## src/rtl/keypad_pkg.sv

```systemverilog
// keypad_pkg: shared types and helpers for the matrix keypad scanner.
// Scan-state encoding, key event bundle and width helper.
package keypad_pkg;

  typedef enum logic {
    SETTLE = 1'b0,
    SAMPLE = 1'b1
  } scan_state_e;

  localparam int KP_CODE_W = 8;

  typedef struct packed {
    logic [KP_CODE_W-1:0] code;
    logic                 rel;
  } kp_event_t;

  function automatic int clog2(input int n);
    int w;
    w = 1;
    while ((1 << w) < n) w++;
    return w;
  endfunction

endpackage

```

## src/rtl/kp_event_fifo.sv

```systemverilog
// kp_event_fifo: first-word-fall-through event queue.
// A push into a full queue is taken when a pop happens on the same edge.
module kp_event_fifo
  import keypad_pkg::*;
#(
  parameter int W     = 9,
  parameter int DEPTH = 8
) (
  input  logic         clk,
  input  logic         rst,
  input  logic         push,
  input  logic [W-1:0] din,
  input  logic         ready,
  output logic [W-1:0] dout,
  output logic         full,
  output logic         empty
);

  localparam int AW = clog2(DEPTH);
  localparam int NW = clog2(DEPTH + 1);
  localparam logic [NW-1:0] FULL_N = NW'(DEPTH);

  logic [W-1:0]  mem [DEPTH];
  logic [AW-1:0] rd_ptr;
  logic [AW-1:0] wr_ptr;
  logic [NW-1:0] count;
  logic [W-1:0]  last_q;
  logic          pop;
  logic          push_ok;

  assign empty   = (count == '0);
  assign full    = (count == FULL_N);
  assign pop     = ready && !empty;
  assign push_ok = push && (!full || pop);

  // Head stays frozen on the last shown entry once drained.
  assign dout = empty ? last_q : mem[rd_ptr];

  always_ff @(posedge clk) begin
    if (push_ok) mem[wr_ptr] <= din;
  end

  always_ff @(posedge clk or posedge rst) begin
    if (rst) begin
      rd_ptr <= '0;
      wr_ptr <= '0;
      count  <= '0;
      last_q <= '0;
    end else begin
      if (push_ok) wr_ptr <= wr_ptr + 1'b1;
      if (pop) rd_ptr <= rd_ptr + 1'b1;
      if (!empty) last_q <= mem[rd_ptr];
      unique case ({push_ok, pop})
        2'b10:   count <= count + 1'b1;
        2'b01:   count <= count - 1'b1;
        default: ;
      endcase
    end
  end

endmodule

```

## src/rtl/keypad_scanner.sv

```systemverilog
// keypad_scanner: ROWS x COLS matrix scan with per-key debounce.
// Press/release events leave through a valid/ready FWFT queue.
module keypad_scanner
  import keypad_pkg::*;
#(
  parameter int ROWS           = 4,
  parameter int COLS           = 4,
  parameter int SETTLE_CYC     = 8,
  parameter int DEB_FRAMES     = 4,
  parameter int DEPTH          = 8,
  parameter int REPORT_RELEASE = 1,
  localparam int CW            = clog2(ROWS * COLS)
) (
  input  logic                 clk,
  input  logic                 Rst,
  output logic [COLS-1:0]      col_o,
  input  logic [ROWS-1:0]      row_i,
  output logic                 ev_valid,
  input  logic                 ev_ready,
  output logic [CW-1:0]        ev_code,
  output logic                 ev_release,
  output logic [ROWS*COLS-1:0] held,
  output logic                 overflow,
  input  logic                 clr_overflow
);

  localparam int K   = ROWS * COLS;
  localparam int RW  = clog2(ROWS);
  localparam int CCW = clog2(COLS);
  localparam int PW  = clog2((SETTLE_CYC > ROWS) ? SETTLE_CYC : ROWS);
  localparam int DCW = clog2(DEB_FRAMES);

  localparam logic [PW-1:0]  SETTLE_LAST = PW'(SETTLE_CYC - 1);
  localparam logic [PW-1:0]  ROW_LAST    = PW'(ROWS - 1);
  localparam logic [CCW-1:0] COL_LAST    = CCW'(COLS - 1);
  localparam logic [DCW-1:0] DEB_LAST    = DCW'(DEB_FRAMES - 1);

  logic [ROWS-1:0] row_s1;
  logic [ROWS-1:0] row_s2;

  scan_state_e     state;
  logic [CCW-1:0]  col;
  logic [PW-1:0]   cnt;

  logic [RW-1:0]   row_idx;
  logic [CW-1:0]   key;
  logic            sampling;
  logic            key_down;
  logic            cur_held;
  logic            differs;
  logic            flip;
  logic            ev_push;

  logic [DCW-1:0]  deb_cnt [K];
  logic [K-1:0]    held_q;

  kp_event_t       ev_in;
  kp_event_t       head;
  logic            full;
  logic            empty;
  logic            drop;
  logic            unused_code;

  always_ff @(posedge clk or posedge Rst) begin
    if (Rst) begin
      row_s1 <= '1;
      row_s2 <= '1;
    end else begin
      row_s1 <= row_i;
      row_s2 <= row_s1;
    end
  end

  always_ff @(posedge clk or posedge Rst) begin
    if (Rst) begin
      state <= SETTLE;
      col   <= '0;
      cnt   <= '0;
    end else begin
      unique case (state)
        SETTLE: begin
          if (cnt == SETTLE_LAST) begin
            state <= SAMPLE;
            cnt   <= '0;
          end else begin
            cnt <= cnt + 1'b1;
          end
        end
        SAMPLE: begin
          if (cnt == ROW_LAST) begin
            state <= SETTLE;
            cnt   <= '0;
            col   <= (col == COL_LAST) ? '0 : col + 1'b1;
          end else begin
            cnt <= cnt + 1'b1;
          end
        end
      endcase
    end
  end

  always_comb begin
    col_o      = '1;
    col_o[col] = 1'b0;
  end

  // One key per SAMPLE cycle: the row index is the phase counter.
  assign sampling = (state == SAMPLE);
  assign row_idx  = cnt[RW-1:0];
  assign key      = CW'(32'(row_idx) * COLS + 32'(col));
  assign key_down = ~row_s2[row_idx];
  assign cur_held = held_q[key];
  assign differs  = sampling && (key_down != cur_held);
  assign flip     = differs && (deb_cnt[key] == DEB_LAST);
  assign ev_push  = flip && (!cur_held || (REPORT_RELEASE != 0));

  always_ff @(posedge clk or posedge Rst) begin
    if (Rst) begin
      held_q <= '0;
      for (int i = 0; i < K; i++) deb_cnt[i] <= '0;
    end else if (sampling) begin
      if (!differs) begin
        deb_cnt[key] <= '0;
      end else if (flip) begin
        deb_cnt[key] <= '0;
        held_q[key]  <= ~cur_held;
      end else begin
        deb_cnt[key] <= deb_cnt[key] + 1'b1;
      end
    end
  end

  always_comb begin
    ev_in.code = KP_CODE_W'(key);
    ev_in.rel  = cur_held;
  end

  kp_event_fifo #(
    .W     ($bits(kp_event_t)),
    .DEPTH (DEPTH)
  ) u_fifo (
    .clk   (clk),
    .rst   (Rst),
    .push  (ev_push),
    .din   (ev_in),
    .ready (ev_ready),
    .dout  (head),
    .full  (full),
    .empty (empty)
  );

  assign ev_valid    = !empty;
  assign ev_code     = head.code[CW-1:0];
  assign ev_release  = head.rel;
  assign held        = held_q;
  assign unused_code = ^head.code;

  assign drop = ev_push && full && !(ev_valid && ev_ready);

  // A drop on the same edge as a clear keeps the flag set.
  always_ff @(posedge clk or posedge Rst) begin
    if (Rst) overflow <= 1'b0;
    else if (drop) overflow <= 1'b1;
    else if (clr_overflow) overflow <= 1'b0;
  end

endmodule

```

## config.mk

```make
export PLATFORM = sky130hd
export DESIGN_NAME = keypad_scanner
export DESIGN_NICKNAME = d
export VERILOG_FILES = /design/src/rtl/keypad_pkg.sv /design/src/rtl/kp_event_fifo.sv /design/src/rtl/keypad_scanner.sv
export SDC_FILE = /design/constraint.sdc
export NUM_CORES = 1
export LEC_CHECK = 0
export CAP_MARGIN = 20
export CORE_ASPECT_RATIO = 1.4
export CORE_MARGIN = 8
export CORE_UTILIZATION = 51
export CTS_BUF_LIST = sky130_fd_sc_hd__clkbuf_4
export CTS_CLUSTER_DIAMETER = 30
export DETAILED_ROUTE_END_ITERATION = 12
export HOLD_SLACK_MARGIN = 0.05
export PLACE_DENSITY_LB_ADDON = 0.1
export SLEW_MARGIN = 20
export SYNTH_ARGS = -nofsm -noshare
export SYNTH_HDL_FRONTEND = slang
export SYNTH_SLANG_ARGS = --single-unit
export TNS_END_PERCENT = 50
```

## constraint.sdc

```tcl
create_clock -name clk -period 3 [get_ports clk]
set_clock_uncertainty 0.1 [all_clocks]
set_input_delay 0.45 -clock clk [delete_from_list [all_inputs] [get_ports clk]]
set_output_delay 0.45 -clock clk [all_outputs]
set_load 0.02 [all_outputs]
```

==> impl_metrics.yaml <==
finish:
  n_fill_cell: 809
  mostFrequentLayoutCell: "dfrtp_1"
  mostFrequentLayoutCells: "dfrtp_1 (69), buf_4 (52), nand2_1 (51)"
  multi_input_area_mm2: 0.00197
  regArea_mm2: 0.00316
  drive_gt1_share_pct: 30.8
  final_area_mm2: 0.00643
  finalNonFillerCells: 630
  final_util_pct: 63.1
  fin_nets: 501
  syn_to_final_growth_pct: 22.4
cts:
  htreeDepth: 4
  cts_made_buffers: 17
  cts_num_sinks: 118
  clockBufferDepth: 2
  clk_pin_slew_ns: 0.13
  holdBufCountCts: 0
  clk_latency_ns: 0.52
  cts_root_buf: "clkbuf_4"
  cts_tree: "done"
min_path:
  hold_path.class: "in -> async"
status:
  outcome: "finished clean"
timing:
  hold_violations: 0
  maxSlewHeadroom_pct: 64.5
  whs_ns: 0.187
  setup-violations-final: 0
  fin_tns_setup_ns: 0
  finalCritPeriodShare_pct: 98.7
  timing.fmax_mhz: 338
  drv_slew: 0
  grt_setup_unrepaired: "true"
  worst_pin_slew_ns: 0.532
  min_period_ns: 2.96
  final.setup.worst_slack_ns: 0.0389
place:
  dpl_worst_slack_ns: -0.342
  placed_cells: 595
  detailed_place_hpwl_um: 8420
  place_area_mm2: 0.00609
  portBuffers: 34
  routabilityCongestion: 0.825
yosys:
  synth_area_leader_cell: "dfrtp_1"
  synth_edf_count: 40
  mappedNetlistArea_mm2: 0.00526
  syn_area_per_cell_um2: 13.4
  ys_ff_latch: 118
  synthCells: 393
  synth.top_cell.area_share_pct: 33.3
  synth_ff_type: "dfrtp_1"
  synthesis.nets: 416
  yosysWarnings: 0
  synthArstFlopShare_pct: 66.1
  seq_area_frac_synth_pct: 60.2
  ys_types: 36
  synthTopCellsByArea: "dfrtp_1 (33%), edfxtp_1 (23%), mux4_2 (11%)"
worst_setup_path:
  crit_path_end_kind: "flip-flop"
  worstPathRequired_ns: 3.32
  cp_slowest_stage_delay_ns: 0.56
  crit_family: "multiplexers"
  critPathKind: "reg -> reg"
  startpoint_type: "flip-flop"
  worstPathCellList: "buf_8, mux4_2, mux4_2, ha_4, nand2_4, nor2_8, nor2_4, xor2_1, ha_1, and3_1, mux2i_1, xnor2_1"
  slowest_stage: "mux4_2"
  worstPathArrival_ns: 3.28
  cp_common_cell: "mux4_2"
  critical_path_buf_inv_count: 1
  critPathMaxFanout: 5
drt:
  dr.first_iter.drc_count: 183
  ant_nets: 0
  viasPerCell: 5.41
  drc_errors: 0
  wirelength_um: 11700
  drtPass1Iterations: 4
  wl_per_cell_um: 18.6
  vias: 3411
floorplanning:
  die-area_mm2: 0.0139
  io_pins: 35
  die_h_um: 136
  die_w_um: 102
  initial_utilization_pct: 51.6
  core_mm2: 0.0102
  rows: 44
power_and_ir_drop:
  peakVddDrop_v: 0.000277
  p_per_area_mw_per_mm2: 524
  power_leakage_nw: 2.74
  p_total_mw: 3.37
flow_run:
  drv_cap: 0
global_route:
  antenna_found_initial: 1
  grt_max_degree: 54
  grt_pass1_vias: 3557
  grt_pass1_wl_um: 18900
  grt_util_all_layers_pct: 18.6
  grt.overflow.total: 0
-- synthesized netlist by cell type, types with 2 or more instances --
cell type and n:
xnor2_1 5, buf_6 2, nand2_1 52, a41oi_1 12, a31oi_1 12, dfrtp_1 70, o21ai_2 11, nand2b_1 2
clkbuf_1 16, mux2_2 9, nor2_1 10, ha_1 15, nor3_1 5, inv_1 16, and3_1 2, nand3_1 20
o21ai_0 30, xor2_1 3, dfstp_2 8, mux4_2 25, nor4_1 5, edfxtp_1 40, mux2i_1 7, buf_2 4
-- area by class of cell --
type / count / share of cell area (%)
flip-flops and latches: 118 / 49.2
multi-input cells: 234 / 30.7
repair buffers: 90 / 12.2
well taps: 138 / 2.68
clock inverters: 15 / 2.26
clock buffers: 17 / 1.98
inverters: 17 / 0.992
diodes: 1 / 0.0389
-- power breakdown --
| group | total (mW) | internal [mW] | switching, mW |
|---|---|---|---|
| Combinational | 0.445 | 0.223 | 0.221 |
| Clock | 1.09 | 0.430 | 0.662 |
| Sequential | 1.83 | 1.74 | 0.0957 |
| Total | 3.37 | 2.39 | 0.979 |
-- per-layer routing --
| layer | GRT usage, % | part of all wire [%] |
|---|---|---|
| met1 | 20.8 | 39 |
| met2 | 31.8 | 55 |
| met5 | 0 | 0 |
| met3 | 4.92 | 3.4 |
| met4 | 9.39 | 1.9 |
-- cells by family after synthesis --
| family | after synthesis | share of synthesized area [%] |
|---|---|---|
| AOI/OAI and AO/OA | 69 | 8.66 |
| xor gates and xnor gates | 8 | 1.33 |
| adders and majority gates | 15 | 3.57 |
| buffers and inverters | 41 | 3.38 |
| DFF | 118 | 60.2 |
| muxes | 41 | 14.0 |
| and+or+nand+nor | 101 | 8.90 |
-- sequential cells by signal, summed over array words and instances, names as in the netlist, named ones only --
name           cells
cnt                3
col                2
deb_cnt           32
held              16
overflow           1
row_s1             4
row_s2             4
u_fifo.count       4
u_fifo.last_q      5
u_fifo.mem        40
u_fifo.rd_ptr      3
u_fifo.wr_ptr      3
-- path summary, 6_finish.rpt --
path | start | to | slack, ns | cells after the start
setup / recovery | col[0] | u_fifo.count[2] | 0.04 | 12
hold / removal | Rst | deb_cnt[3] | 0.19 | 2
setup reg to reg | col[0] | u_fifo.count[2] | 0.04 | 12
hold reg to reg | row_s1[1] | row_s2[1] | 0.25 | 0
max in group asynchronous | Rst | held[0] | 1.93 | 3
min in group clk | row_i[2] | row_s1[2] | 0.24 | 1
-- what timing repair did --
action,CTS,global route
resized for setup,11,9
gates cloned,0,0
setup buffers,2,0
endpoints found under the setup margin,74,7
pin swaps,0,4
-- worst reg2reg max path: cells and delay by family (launching register included) --
family | cells | cell delay, ns
xor+xnor | 2 | 0.31
fa+ha+maj | 2 | 0.40
buf+inv | 1 | 0.14
flops | 1 | 0.41
mux | 3 | 1.16
simple gates | 4 | 0.36
No activity file was read; power rests on OpenSTA's default activity.
